--- config.mk ---
export PLATFORM = sky130hd
export DESIGN_NAME = hamming_rx_sink_flat
export DESIGN_NICKNAME = d
export VERILOG_FILES = /design/src/rtl/hamming_rx_sink_if.sv /design/src/rtl/hamming_rx_sink.sv /design/src/flat_wrapper.sv
export SDC_FILE = /design/constraint.sdc
export NUM_CORES = 1
export LEC_CHECK = 0
export BUFFER_PORTS_ARGS = -buffer_cell sky130_fd_sc_hd__buf_2
export CORE_UTILIZATION = 55
export DETAILED_ROUTE_END_ITERATION = 8
export PLACE_DENSITY = 0.81
export SLEW_MARGIN = 5
export SYNTH_ARGS = -nofsm -noshare
export SYNTH_HDL_FRONTEND = slang
export SYNTH_SLANG_ARGS = --single-unit
--- constraint.sdc ---
create_clock -name clk -period 4.1 [get_ports clk]
set_input_delay 0.615 -clock clk [delete_from_list [all_inputs] [get_ports clk]]
set_output_delay 0.615 -clock clk [all_outputs]
set_load 0.1 [all_outputs]
--- src/rtl/hamming_rx_sink_if.sv ---
// Handshake bundle between the SECDED decoder, the rx sink and its consumer.
// HAMMING_DED_PASS_EN adds out_uncorr for DED words passed through the FIFO.
interface hamming_rx_sink_if;
    logic        in_valid;
    logic        in_ready;
    logic [15:0] codeword;
    logic        sed;
    logic        ded;
    logic        out_valid;
    logic        out_ready;
    logic [10:0] out_data;
    logic        out_corr;
`ifdef HAMMING_DED_PASS_EN
    logic        out_uncorr;

    modport master (
        output in_valid, codeword, sed, ded, out_ready,
        input  in_ready, out_valid, out_data, out_corr, out_uncorr
    );
    modport slave (
        input  in_valid, codeword, sed, ded, out_ready,
        output in_ready, out_valid, out_data, out_corr, out_uncorr
    );
`else
    modport master (
        output in_valid, codeword, sed, ded, out_ready,
        input  in_ready, out_valid, out_data, out_corr
    );
    modport slave (
        input  in_valid, codeword, sed, ded, out_ready,
        output in_ready, out_valid, out_data, out_corr
    );
`endif
endinterface

--- src/rtl/hamming_rx_sink.sv ---
// Hamming(16,11) receive sink: parity strip, output FIFO, SED/DED statistics, link-health FSM.
// HAMMING_DED_PASS_EN: DED words are buffered (flagged via out_uncorr) instead of dropped.
module hamming_rx_sink #(
    parameter int unsigned DEPTH        = 4,
    parameter int unsigned CNT_W        = 16,
    parameter int unsigned ALARM_THRESH = 3
) (
    input  logic               clk,
    input  logic               rst_n,
    hamming_rx_sink_if.slave   bus,
    input  logic               cnt_clr,
    output logic [CNT_W-1:0]   sed_cnt,
    output logic [CNT_W-1:0]   ded_cnt,
    output logic [1:0]         health,
    output logic               alarm
);
    localparam int unsigned AW = $clog2(DEPTH);
`ifdef HAMMING_DED_PASS_EN
    localparam int unsigned EW = 13;
`else
    localparam int unsigned EW = 12;
`endif
    localparam logic [AW:0]      PTR_ONE = (AW + 1)'(1);
    localparam logic [CNT_W-1:0] CNT_ONE = CNT_W'(1);
    localparam logic [8:0]       THRESH  = 9'(ALARM_THRESH);

    typedef enum logic [1:0] {
        StHealthy  = 2'b00,
        StDegraded = 2'b01,
        StFailed   = 2'b10
    } health_e;

    logic [EW-1:0]    mem_q [DEPTH];
    logic [AW:0]      wr_ptr_q, wr_ptr_d, rd_ptr_q, rd_ptr_d;
    logic [CNT_W-1:0] sed_cnt_q, sed_cnt_d, ded_cnt_q, ded_cnt_d;
    logic [7:0]       run_q, run_d;
    health_e          state_q, state_d;

    logic          full, empty, accept, push, pop;
    logic          is_sed, is_ded, is_clean;
    logic [10:0]   data_in;
    logic [EW-1:0] entry_in, head;
    logic [8:0]    run_inc;
    logic          unused_parity;

    assign empty = (wr_ptr_q == rd_ptr_q);
    assign full  = (wr_ptr_q[AW-1:0] == rd_ptr_q[AW-1:0]) && (wr_ptr_q[AW] != rd_ptr_q[AW]);

    // in_ready depends on registered pointers only, so a pop cannot open a slot the same cycle.
    assign bus.in_ready  = !full;
    assign bus.out_valid = !empty;

    assign accept   = bus.in_valid && !full;
    assign is_ded   = bus.ded;
    assign is_sed   = bus.sed && !bus.ded;
    assign is_clean = !bus.sed && !bus.ded;
    assign pop      = !empty && bus.out_ready;

    assign data_in = {bus.codeword[3],  bus.codeword[5],  bus.codeword[6],  bus.codeword[7],
                      bus.codeword[9],  bus.codeword[10], bus.codeword[11], bus.codeword[12],
                      bus.codeword[13], bus.codeword[14], bus.codeword[15]};
    assign unused_parity = ^{bus.codeword[0], bus.codeword[1], bus.codeword[2],
                             bus.codeword[4], bus.codeword[8]};

`ifdef HAMMING_DED_PASS_EN
    assign push     = accept;
    assign entry_in = {is_ded, data_in, is_sed};
`else
    assign push     = accept && !is_ded;
    assign entry_in = {data_in, is_sed};
`endif

    assign head         = mem_q[rd_ptr_q[AW-1:0]];
    assign bus.out_data = empty ? 11'd0 : head[11:1];
    assign bus.out_corr = empty ? 1'b0 : head[0];
`ifdef HAMMING_DED_PASS_EN
    assign bus.out_uncorr = empty ? 1'b0 : head[12];
`endif

    always_comb begin
        wr_ptr_d = wr_ptr_q;
        rd_ptr_d = rd_ptr_q;
        if (push) wr_ptr_d = wr_ptr_q + PTR_ONE;
        if (pop)  rd_ptr_d = rd_ptr_q + PTR_ONE;
    end

    // Clear has priority; an increment in the same cycle is lost.
    always_comb begin
        sed_cnt_d = sed_cnt_q;
        ded_cnt_d = ded_cnt_q;
        if (cnt_clr) begin
            sed_cnt_d = '0;
            ded_cnt_d = '0;
        end else if (accept) begin
            if (is_sed && (sed_cnt_q != '1)) sed_cnt_d = sed_cnt_q + CNT_ONE;
            if (is_ded && (ded_cnt_q != '1)) ded_cnt_d = ded_cnt_q + CNT_ONE;
        end
    end

    assign run_inc = {1'b0, run_q} + 9'd1;

    always_comb begin
        state_d = state_q;
        run_d   = run_q;
        if (cnt_clr) begin
            state_d = StHealthy;
            run_d   = '0;
        end else if (accept) begin
            case (state_q)
                StHealthy: begin
                    if (is_ded) begin
                        run_d   = 8'd1;
                        state_d = (THRESH <= 9'd1) ? StFailed : StDegraded;
                    end
                end
                StDegraded: begin
                    if (is_ded) begin
                        run_d = run_inc[7:0];
                        if (run_inc >= THRESH) state_d = StFailed;
                    end else if (is_sed) begin
                        run_d = '0;
                    end else if (is_clean) begin
                        run_d   = '0;
                        state_d = StHealthy;
                    end
                end
                StFailed: ;
                default: begin
                    state_d = StHealthy;
                    run_d   = '0;
                end
            endcase
        end
    end

    always_ff @(posedge clk) begin
        if (!rst_n) begin
            wr_ptr_q  <= '0;
            rd_ptr_q  <= '0;
            sed_cnt_q <= '0;
            ded_cnt_q <= '0;
            run_q     <= '0;
            state_q   <= StHealthy;
        end else begin
            wr_ptr_q  <= wr_ptr_d;
            rd_ptr_q  <= rd_ptr_d;
            sed_cnt_q <= sed_cnt_d;
            ded_cnt_q <= ded_cnt_d;
            run_q     <= run_d;
            state_q   <= state_d;
        end
    end

    // Storage needs no reset: outputs are masked while the FIFO is empty.
    always_ff @(posedge clk) begin
        if (push) mem_q[wr_ptr_q[AW-1:0]] <= entry_in;
    end

    assign sed_cnt = sed_cnt_q;
    assign ded_cnt = ded_cnt_q;
    assign health  = state_q;
    assign alarm   = (state_q == StFailed);

endmodule

--- src/flat_wrapper.sv ---
// flat-port wrapper written by rule: the top's interface ports become plain ports
module hamming_rx_sink_flat 
#(
    parameter int unsigned DEPTH        = 4,
    parameter int unsigned CNT_W        = 16,
    parameter int unsigned ALARM_THRESH = 3
)
  (clk, rst_n, cnt_clr, sed_cnt, ded_cnt, health, alarm, bus_in_valid, bus_codeword, bus_sed, bus_ded, bus_out_ready, bus_in_ready, bus_out_valid, bus_out_data, bus_out_corr);
  hamming_rx_sink_if bus_i ();
  input  logic clk;
  input  logic rst_n;
  input  logic cnt_clr;
  output logic [CNT_W-1:0] sed_cnt;
  output logic [CNT_W-1:0] ded_cnt;
  output logic [1:0] health;
  output logic alarm;
  input wire logic [$bits(bus_i.in_valid)-1:0] bus_in_valid;
  input wire logic [$bits(bus_i.codeword)-1:0] bus_codeword;
  input wire logic [$bits(bus_i.sed)-1:0] bus_sed;
  input wire logic [$bits(bus_i.ded)-1:0] bus_ded;
  input wire logic [$bits(bus_i.out_ready)-1:0] bus_out_ready;
  output wire logic [$bits(bus_i.in_ready)-1:0] bus_in_ready;
  output wire logic [$bits(bus_i.out_valid)-1:0] bus_out_valid;
  output wire logic [$bits(bus_i.out_data)-1:0] bus_out_data;
  output wire logic [$bits(bus_i.out_corr)-1:0] bus_out_corr;
  assign bus_i.in_valid = bus_in_valid;
  assign bus_i.codeword = bus_codeword;
  assign bus_i.sed = bus_sed;
  assign bus_i.ded = bus_ded;
  assign bus_i.out_ready = bus_out_ready;
  assign bus_in_ready = bus_i.in_ready;
  assign bus_out_valid = bus_i.out_valid;
  assign bus_out_data = bus_i.out_data;
  assign bus_out_corr = bus_i.out_corr;
  hamming_rx_sink #(.DEPTH(DEPTH), .CNT_W(CNT_W), .ALARM_THRESH(ALARM_THRESH)) u_core (.clk(clk), .rst_n(rst_n), .bus(bus_i), .cnt_clr(cnt_clr), .sed_cnt(sed_cnt), .ded_cnt(ded_cnt), .health(health), .alarm(alarm));
endmodule
==> flow_summary_export.csv <==
group,metric,value,unit
outcome,status,"finished clean",
floorplan,start_util,57.4,%
power_and_ir_drop,clock_power_share,32.2,%
clocking,cts_max_path_buffers,2,
grt,overflow,0,
synth,synth-main-ff-cell,"dfxtp_1",
synth,ys_seq_area_share,54.8,%
synth,synth_top_area_cell,"edfxtp_1",
grt,antenna_found_initial,0,
final_layout,layout.nets,477,
power_and_ir_drop,p_comb_share,19.3,%
sta,tightest_slew,1.11,ns
critical_path,crit_path_max_fanout,15,
synth,synth_top_area_share,32.3,%
placed_design,dp_slack,1.52,ns
floorplan,dieArea,8470,sq um
power_and_ir_drop,swShare,32.1,%
floorplan,pin_count,72,
final_layout,fillers,606,
sta,finalCritPeriodShare,72.5,%
clocking,cts_resized,0,
synth,synth-async-reset-ratio,0,%
drt,vias,3110,
synth,ys_warn_count,0,
synth,synth_edf_count,48,
sta,setup_violations,0,
synth,ys_types,50,
sta,setup_slack,1.13,ns
synth,postSynthCellCount,377,
synth,syn_nets,409,
placed_design,gp_congestion,0.834,
drt,routedWlPerCell,15.3,um
clocking,cts_buffers,9,
floorplan,rows,32,
critical_path,critPathLaunchType,"flip-flop",
drt,dr.pass1.iters,4,
final_layout,n_antenna_cell,0,
sta,rsz0062_at_grt,"false",
placed_design,dp_cells,536,
power_and_ir_drop,ir_worst_vdd,0.199,mV
placed_design,placement.io_buffers,66,
worst_hold_path,hold_class,"input port to flip-flop",
sta,tns,0,ns
power_and_ir_drop,switching_power,711,uW
sta,fmax,336,MHz
clocking,cts_tree,"built",
synth,syn-cell-area,4460,sq um
critical_path,worst-endpoint-required,3.48,ns
floorplan,die_x,92.1,um
power_and_ir_drop,p_leak,1.86,nW
synth,synthTopCellsByArea,"edfxtp_1 (32%), dfxtp_1 (22%), mux4_2 (6.1%)",
drt,final_antenna_net_count,0,
clocking,clock-sinks,98,
final_layout,drive_above_1_share,24.7,%
grt,grtUsageTotal,21.5,%
clocking,clk_latency,0.36,ns
final_layout,multi_input_area,1950,sq um
clocking,cts_setup_buffers,0,
final_layout,regArea,2440,sq um
clocking,clk_pin_slew_worst_paths,0.10,ns
sta,finalHoldViolCount,0,
sta,relSlewSlack,25.7,%
grt,grt_max_degree,37,
floorplan,die_h,92.1,um
clocking,ctsHoldBuffers,0,
floorplan,fp.coreArea,7770,sq um
sta,whs,0.467,ns
clocking,h-tree-depth,3,
sta,min_period,2.97,ns
power_and_ir_drop,internal_power,1.50,mW
final_layout,syn_to_final_growth,14.7,%
critical_path,criticalPathCategory,"flip-flop to output port",
sta,clock_skew,0.00464,ns
drt,wl,8460,um
critical_path,cp-end-kind,"output port",
synth,ys_ff_latch,98,
power_and_ir_drop,p_seq_share,48.5,%
synth,synth.avg_cell_area,11.8,sq um
placed_design,dp_hpwl,5900,um
grt,grt_pass1_wl,14100,um
grt,grt_pass1_vias,2949,
drt,route.detailed.drc,0,
critical_path,crit_arrival,2.36,ns
drt,drt-initial-drc-count,147,
power_and_ir_drop,design_power_total,2.21,mW
drt,vias_per_cell,5.63,
sta,drv_slew,0,
final_layout,fin_cells,552,
clocking,root_buffer,"clkbuf_8",
job,drv_cap,0,
power_and_ir_drop,power.density,432,nW/um^2
==> per-layer routing <==
| layer | wire length (um) | global-route usage, % |
|---|---|---|
| met1 | 3830 | 27.6 |
| met2 | 4120 | 35.8 |
| met3 | 409 | 5.06 |
| met4 | 99 | 6.90 |
| met5 | 0 | 0 |
==> per-stage QoR <==
stage | area (sq um) | util (%)
floorplan | 4460 | -
global placement | 4880 | 62.9
detailed placement | 4880 | 62.9
CTS | 5120 | 65.9
global route | 5120 | 65.9
finish | 5120 | 65.9
==> power by group through the flow <==
stage               registers (mW)  logic, mW  clock network (mW)
CTS                           1.07      0.428               0.721
global placement              1.10      0.421                   0
detailed placement            1.10      0.428                   0
floorplan                     1.09      0.367                   0
finish                        1.07      0.426               0.713
global route                  1.08      0.446               0.759
==> placed cells by master (no fill, tap or decap), types with 2 or more instances in the layout <==
cell type,count
mux2i_1,7
nor3b_1,4
a32o_1,2
bufinv_16,2
nand3_1,16
nor4_1,6
o21ai_0,10
xor2_1,5
inv_1,6
xnor2_1,29
nor2b_1,7
buf_2,66
or4_1,3
inv_8,2
mux4_2,12
a31o_2,3
nor4_4,2
nor2_1,35
and4_1,3
nand4_1,10
and2_1,22
inv_6,2
nor4_2,2
clkbuf_8,9
edfxtp_1,48
or2_2,4
nor3_1,12
nor4b_1,3
or3_1,4
a21oi_1,9
nand2_1,25
dfxtp_1,50
ha_1,9
==> path summary, 6_finish.rpt <==
path | from | end | slack [ns] | depth (start not counted)
setup / recovery | u_core.wr_ptr_q[1] | bus_out_data[3] | 1.13 | 4
hold / removal | bus_codeword[12] | u_core.mem_q[1][4] | 0.47 | 1
setup reg to reg | u_core.wr_ptr_q[2] | u_core.wr_ptr_q[2] | 1.74 | 5
hold reg to reg | u_core.run_q[7] | u_core.run_q[7] | 0.49 | 1
==> critical path, cell delays in order (launching register included) <==
cell and delay, ns:
dfxtp_1 0.39, xnor2_1 0.45, nand3_1 0.53, and2_1 0.33, buf_2 0.29
==> registers in the layout, indices dropped and copies added (netlist names), named ones only <==
| name | count |
|---|---|
| u_core.wr_ptr_q | 3 |
| u_core.sed_cnt | 16 |
| u_core.health | 2 |
| u_core.rd_ptr_q | 3 |
| u_core.mem_q | 48 |
| u_core.ded_cnt | 16 |
| u_core.run_q | 8 |
==> synth_stat cells (all sizes together) (9+ instances only) <==
library cell	number
dfxtp	50
edfxtp	48
nor2	35
xnor2	29
nand2	25
and2	22
nand3	16
mux4	12
nor3	12
nand4	11
nor4	10
o21ai	10
a21oi	9
ha	9
==> final cells by class <==
class                      count  area share [%]
timing repair buffer          67            6.60
tap                          102            2.49
multi-input combinational    263            38.2
sequential                    98            47.7
clock inverter                 7            2.13
inverter                       6           0.440
clock buffer                   9            2.42
==> logic make-up (layout without fill, tap and decap cells) <==
kind of cell	Yosys count	count (layout)	share of synthesized area (%)
flip-flops	98	98	54.8
adder cells (fa/ha/maj)	9	9	2.52
AND/OR/NAND/NOR	165	165	21.3
multiplexers	19	19	7.63
XOR/XNOR	34	34	6.68
buffers and inverters	16	89	1.54
AO/OA/AOI/OAI	36	36	5.58
Note: power is estimated with default switching activity, not from simulation.
